<file path="config.mk">
export PLATFORM = sky130hd
export DESIGN_NAME = slave_control
export DESIGN_NICKNAME = d
export VERILOG_FILES = /design/src/rtl/slave_pkg.sv /design/src/rtl/sync_2ff.sv /design/src/rtl/slave_control.sv
export SDC_FILE = /design/constraint.sdc
export NUM_CORES = 1
export LEC_CHECK = 0
export CORE_MARGIN = 2
export CORE_UTILIZATION = 39
export DETAILED_ROUTE_END_ITERATION = 7
export PLACE_DENSITY = 0.77
export REMOVE_ABC_BUFFERS = 1
export SLEW_MARGIN = 10
export SYNTH_ARGS = -nofsm -noshare
export SYNTH_HDL_FRONTEND = slang
export SYNTH_HIERARCHICAL = 1
export SYNTH_SLANG_ARGS = --single-unit
</file>
<file path="constraint.sdc">
create_clock -name clk -period 2.1 [get_ports clk]
set_input_delay 0.63 -clock clk [delete_from_list [all_inputs] [get_ports clk]]
set_output_delay 0.63 -clock clk [all_outputs]
set_load 0.02 [all_outputs]
</file>
<file path="src/rtl/slave_pkg.sv">
// Shared definitions for the Chip2Chip slave handshake controller:
// FSM state encoding and default parameter values.
package slave_pkg;

    typedef enum logic [1:0] {
        IDLE         = 2'd0,
        WAIT_CNT     = 2'd1,
        SEND_ACK     = 2'd2,
        WAIT_RELEASE = 2'd3
    } state_t;

    localparam int DEFAULT_DATA_W         = 8;
    localparam int DEFAULT_TIMEOUT_CYCLES = 100000000;

endpackage

</file>
<file path="src/rtl/sync_2ff.sv">
// Single-bit two-flop synchroniser for a level arriving from another clock domain.
// Both flops clear asynchronously to 0.
module sync_2ff (
    input  logic clk,
    input  logic rst_n,
    input  logic d,
    output logic q
);

    logic r_meta;
    logic r_sync;

    always_ff @(posedge clk or negedge rst_n) begin
        if (!rst_n) begin
            r_meta <= 1'b0;
            r_sync <= 1'b0;
        end else begin
            r_meta <= d;
            r_sync <= r_meta;
        end
    end

    assign q = r_sync;

endmodule

</file>
<file path="src/rtl/slave_control.sv">
// Chip2Chip slave handshake: request -> one-second notice -> ack -> data latch.
// Optional SEND_ACK watchdog with sticky err, enabled by defining SLAVE_TIMEOUT_EN.
module slave_control
    import slave_pkg::*;
#(
    parameter int DATA_W         = DEFAULT_DATA_W,
    parameter int TIMEOUT_CYCLES = DEFAULT_TIMEOUT_CYCLES
) (
    input  logic              clk,
    input  logic              rst_n,
    input  logic              request,
    input  logic              valid,
    input  logic [DATA_W-1:0] data_in,
    input  logic              done,
    output logic              start,
    output logic              ack,
    output logic              notice,
    output logic [DATA_W-1:0] data_out,
    output logic              err
);

    if (TIMEOUT_CYCLES < 1) begin : g_bad_timeout
        $error("TIMEOUT_CYCLES must be at least 1");
    end

    logic              w_req_s;
    logic              w_valid_s;
    logic              w_timeout;
    state_t            r_state;
    logic [DATA_W-1:0] r_data;

    sync_2ff u_sync_req (
        .clk   (clk),
        .rst_n (rst_n),
        .d     (request),
        .q     (w_req_s)
    );

    sync_2ff u_sync_valid (
        .clk   (clk),
        .rst_n (rst_n),
        .d     (valid),
        .q     (w_valid_s)
    );

`ifdef SLAVE_TIMEOUT_EN
    localparam int CNT_W = $clog2(TIMEOUT_CYCLES + 1);

    logic [CNT_W-1:0] r_cnt;
    logic             r_err;
    logic             w_waiting;

    // Counting only while SEND_ACK is neither left by abort nor by latch.
    assign w_waiting = (r_state == SEND_ACK) && w_req_s && !w_valid_s;
    assign w_timeout = (r_cnt == CNT_W'(TIMEOUT_CYCLES - 1));

    always_ff @(posedge clk or negedge rst_n) begin
        if (!rst_n) begin
            r_cnt <= '0;
            r_err <= 1'b0;
        end else begin
            if (w_waiting && !w_timeout) begin
                r_cnt <= r_cnt + 1'b1;
            end else begin
                r_cnt <= '0;
            end
            if (w_waiting && w_timeout) begin
                r_err <= 1'b1;
            end
        end
    end

    assign err = r_err;
`else
    assign w_timeout = 1'b0;
    assign err       = 1'b0;
`endif

    always_ff @(posedge clk or negedge rst_n) begin
        if (!rst_n) begin
            r_state <= IDLE;
            r_data  <= '0;
        end else begin
            case (r_state)
                IDLE: begin
                    if (w_req_s) r_state <= WAIT_CNT;
                end
                WAIT_CNT: begin
                    if (!w_req_s)  r_state <= IDLE;
                    else if (done) r_state <= SEND_ACK;
                end
                SEND_ACK: begin
                    // Abort beats latch, latch beats watchdog.
                    if (!w_req_s) begin
                        r_state <= IDLE;
                    end else if (w_valid_s) begin
                        r_data  <= data_in;
                        r_state <= WAIT_RELEASE;
                    end else if (w_timeout) begin
                        r_state <= IDLE;
                    end
                end
                WAIT_RELEASE: begin
                    if (!w_req_s) r_state <= IDLE;
                end
                default: r_state <= IDLE;
            endcase
        end
    end

    assign start    = (r_state == WAIT_CNT);
    assign notice   = (r_state == WAIT_CNT);
    assign ack      = (r_state == SEND_ACK) || (r_state == WAIT_RELEASE);
    assign data_out = r_data;

endmodule

</file>
* After elaboration in Yosys (flattened, before gate mapping) *
Cells that the tools add are included.

cells by class
  reductions and logical operators = 4
  muxes and demuxes = 7
  equality and inequality tests = 7

operator list
  cell                                                                      count
  2-bit 2-to-1 mux                                                          6
  2-bit one-hot mux with 4 select lines                                     1
  2-bit equality test (second input constant)                               2
  4-bit AND reduction                                                       1
  3-bit by 2-bit inequality test with 1-bit output (second input constant)  1
  3-bit inequality test (second input constant)                             1
  3-bit AND reduction                                                       1
  2-bit by 1-bit equality test with 1-bit output (second input constant)    1
  2-bit zero test                                                           1
  2-bit by 1-bit inequality test with 1-bit output (second input constant)  1
  2-bit inequality test (second input constant)                             1
  1-bit logical OR                                                          1

word-level totals
  output and inout bits = 12
  input port bits = 13
  register bits after elaboration = 14

* Logic depth before layout (Yosys ltp) *
  depth in word-level cells = 3
  depth in mapped cells = 2
  depth with buffers taken out = 2

* Cells and area by module *
Netlist, hierarchy kept.

modules (own cells, without submodules)
  module         cells each  area each (um^2)  times used
  slave_control  29          422.9             1
  sync_2ff       2           50.0              2

* Least setup slack after synthesis *
Ideal clock, no wire load.

  path kind = flip-flop to output port
  start point = register r_state[1]
  end point = output start
  cell stages (with the launch flop) = 3
  setup slack = 0.607 ns
  buffers on the path = 1
  data arrival time = 0.863 ns
  required time = 1.470 ns
  cells stage by stage = dfrtp_1 > and2b_2 > buf_4

between the ends
  word-level cells in the longest chain between the ends = 1

RTL lines
  item                                            RTL line             source
  start: declaration                              slave_control.sv:29  state_t r_state;
  start signal: assignment                        slave_control.sv:81  r_state <= IDLE;
  start signal: assignment                        slave_control.sv:86  if (w_req_s) r_state <= WAIT_CNT;
  start signal: assignment                        slave_control.sv:89  if (!w_req_s) r_state <= IDLE;
  2-bit by 1-bit equality test with 1-bit output  -
  end: declaration                                slave_control.sv:15  output logic start,

No other way between the ends.

* Final worst setup path *
  start point = register r_state[1]
  end point = output ack

between the ends
  word-level cells in the longest chain between the ends = 2
  elaborated cells on any way between the ends = 3
  classes of those cells = eq/ne: 2; reduce/logical: 1

RTL lines
  item                 RTL line              source
  2-bit equality test  slave_control.sv:113  assign ack = (r_state == SEND_ACK) || (r_state == WAIT_RELEASE);
  1-bit logical OR *   slave_control.sv:113
  end: declaration     slave_control.sv:16   output logic ack,

Every way passes the cells marked *; elsewhere a longest branch is shown, timed or not.

==> impl_metrics.py <==
metrics = {
    "run_status": {
        "status": "finished clean",
    },
    "global_routing": {
        "grt_pass1_vias": 273,
        "antenna_found_initial": 0,
        "grt_max_degree": 15,
        "grtUsageMet1": 0.130,
        "use_met3": 0.0652,
        "top_usage_layer": "met2",
        "grt_util_met2": 0.179,
        "grt_pass1_wl_microns": 1180,
        "gr-usage-all-layers": 0.119,
        "overflow": 0,
    },
    "power": {
        "power_density_nw_per_um2": 961,
        "swShare": 0.285,
        "p_clk_frac": 0.185,
        "p_comb_frac": 0.351,
        "peakVddDrop_uv": 468,
        "seqPwrFrac": 0.464,
        "leakage_nw": 0.355,
        "power.switching_mw": 0.214,
        "intPower_mw": 0.539,
    },
    "floorplan": {
        "core_area_sq_um": 1270,
        "start_util": 0.412,
        "die_height_microns": 40.6,
        "die_area_sq_um": 1650,
        "rows": 13,
        "io_pins": 25,
        "die_x_microns": 40.6,
    },
    "critical_path": {
        "crit_fanout": 4,
        "slowest_stage": "clkdlybuf4s50_1",
        "crit_path_start_kind": "register",
        "cp_num_buf_inv": 2,
        "crit_path_end_kind": "output pin",
        "cp_cell_sequence": "buf_4 -> clkdlybuf4s50_1",
        "path_class": "reg -> out",
        "r2r_setup_slack_ns": 0.96,
        "critPathMaxStageDelay_ns": 0.60,
        "critical-path-top-delay-family": "buffers and inverters",
        "crit_arrival_ns": 1.34,
        "worstPathRequired_ns": 1.47,
    },
    "logic_synthesis": {
        "synth_cells": 33,
        "yosysSeqAreaShare": 0.670,
        "synthDistinctLibCells": 12,
        "yosysWarnings": 6,
        "ys_seq_elements": 14,
        "syn_area_per_cell_sq_um": 15.8,
        "syn_area_sq_um": 523,
    },
    "sta": {
        "clock_skew_ns": 0.00501,
        "fmax_mhz": 508,
        "slew_violations": 0,
        "layout_min_cycle_time_ns": 1.97,
        "final.setup.worst_slack_ns": 0.131,
        "finalSetupTns_ns": 0,
        "setup_viol": 0,
        "period_share": 0.938,
        "maxSlewHeadroom": 0.600,
        "rsz0062_at_grt": "no",
        "tightest_slew_ns": 0.598,
        "finalHoldViolCount": 0,
    },
    "detailed_routing": {
        "drt_iter0_drc": 1,
        "vias": 338,
        "route.detailed.drc": 0,
        "routedWlPerCell_microns": 11.7,
        "antenna_left": 0,
        "wl_microns": 845,
        "vias_per_cell": 4.69,
        "firstDrtPassIters": 2,
    },
    "finish": {
        "n_antenna_cell": 0,
        "final_common_cell": "clkdlybuf4s50_1",
        "syn2layout_area_growth_pct": 50.0,
        "layout_common_cells": "clkdlybuf4s50_1 (21), dfrtp_1 (14), mux2_2 (8)",
        "nNetsFinal": 72,
        "drive_gt1_frac": 0.246,
        "nFillCells": 121,
    },
    "placed_design": {
        "gp_congestion": 0.604,
        "dpl.hpwl_microns": 691,
        "place_ws_ns": 0.287,
        "io_buffers": 23,
    },
    "clock_tree": {
        "ctsRootBufferMaster": "clkbuf_4",
        "cts_tree": "done",
        "clock_latency_ns": 0.26,
        "htreeDepth": 1,
        "cts_buffer_depth": 2,
        "path_clk_slew_ns": 0.08,
        "clock_sinks": 14,
        "cts-buffers-inserted": 3,
    },
    "flow_run": {
        "maxCapViolCount": 0,
    },
    "worst_hold_path": {
        "min_path_type": "reg -> reg",
    },
}
-- stage by stage --
stage	cell area (sq um)	hold slack, ns	instances	power, mW	utilization
3_5_place_dp	761	0.336	69	0.626	0.600
2_1_floorplan	504	0.331	30	0.478	-
5_1_grt	785	0.360	72	0.797	0.618
6_report	785	0.352	72	0.754	0.618
4_1_cts	782	0.354	72	0.767	0.616
3_3_place_gp	761	0.332	69	0.619	0.600
-- per-layer routing --
| layer | wire length (microns) | up-vias |
|---|---|---|
| li1 | - | 159 |
| met1 | 341 | 161 |
| met2 | 417 | 16 |
| met3 | 81 | 2 |
| met4 | 4 | 0 |
| met5 | 0 | - |
-- registers in the layout, summed over array words and instances (netlist names) --
register	cells
u_sync_valid/q	1
u_sync_req/q	1
u_sync_req/r_meta	1
u_sync_valid/r_meta	1
data_out	8
r_state	2
-- worst paths after layout --
| check | startpoint | cells past startpoint | end |
|---|---|---|---|
| worst max-delay path | r_state[1]$_DFFE_PN0P_ | 2 | ack |
| worst min-delay path | u_sync_req/r_meta$_DFF_PN0_ | 0 | u_sync_req/q$_DFF_PN0_ |
| worst max register to register | r_state[1]$_DFFE_PN0P_ | 3 | data_out[2]$_DFFE_PN0P_ |
| worst min register to register | u_sync_req/r_meta$_DFF_PN0_ | 0 | u_sync_req/q$_DFF_PN0_ |
| max in group asynchronous | rst_n | 1 | data_out[3]$_DFFE_PN0P_ |
| min in group asynchronous | rst_n | 1 | r_state[0]$_DFFE_PN0P_ |
-- synth_stat cells, drive strengths merged --
cell type | number | area [sq um]
inv | 1 | 3.75
and2b | 1 | 8.76
a211oi | 1 | 7.51
nor2 | 1 | 3.75
mux2 | 8 | 90.1
clkbuf | 1 | 3.75
a21oi | 1 | 5.00
nor3b | 1 | 7.51
buf | 2 | 15.0
nand4b | 1 | 23.8
dfrtp | 14 | 350
conb | 1 | 3.75
-- logic make-up (layout without fill, tap and decap cells) --
kind of cell,after synthesis,after routing,synth area share
compound gates,2,2,0.0239
buf+inv,4,28,0.0430
flops,14,14,0.670
mux,8,8,0.172
other cells,1,1,0.00717
simple gates,4,4,0.0837
-- worst register-to-register path, delay by kind of cell, from the launching register on --
family | cells | cell delay [ns]
flops | 1 | 0.38
simple gates | 1 | 0.14
mux | 1 | 0.35
buf+inv | 1 | 0.15
-- final cells by class --
class	count	area (sq um)	area share
sequential	14	350	0.447
timing repair buffer	24	239	0.305
multi-input combinational	15	150	0.191
clock buffer	3	22.5	0.0287
tap	15	18.8	0.0239
inverter	1	3.75	0.00478
-- power groups by stage --
stage | Combinational [mW] | Sequential, mW | Clock (mW)
after floorplan | 0.0577 | 0.420 | 0
after global placement | 0.265 | 0.354 | 0
after detailed placement | 0.269 | 0.357 | 0
after CTS | 0.269 | 0.351 | 0.148
after global routing | 0.282 | 0.354 | 0.161
final | 0.264 | 0.350 | 0.139
-- repair_timing --
action	CTS	global route
hold buffers	0	0
setup buffers	0	0
endpoints found under the setup margin	2	1
resized for setup	1	1
No activity file was read; power rests on OpenSTA's default activity.
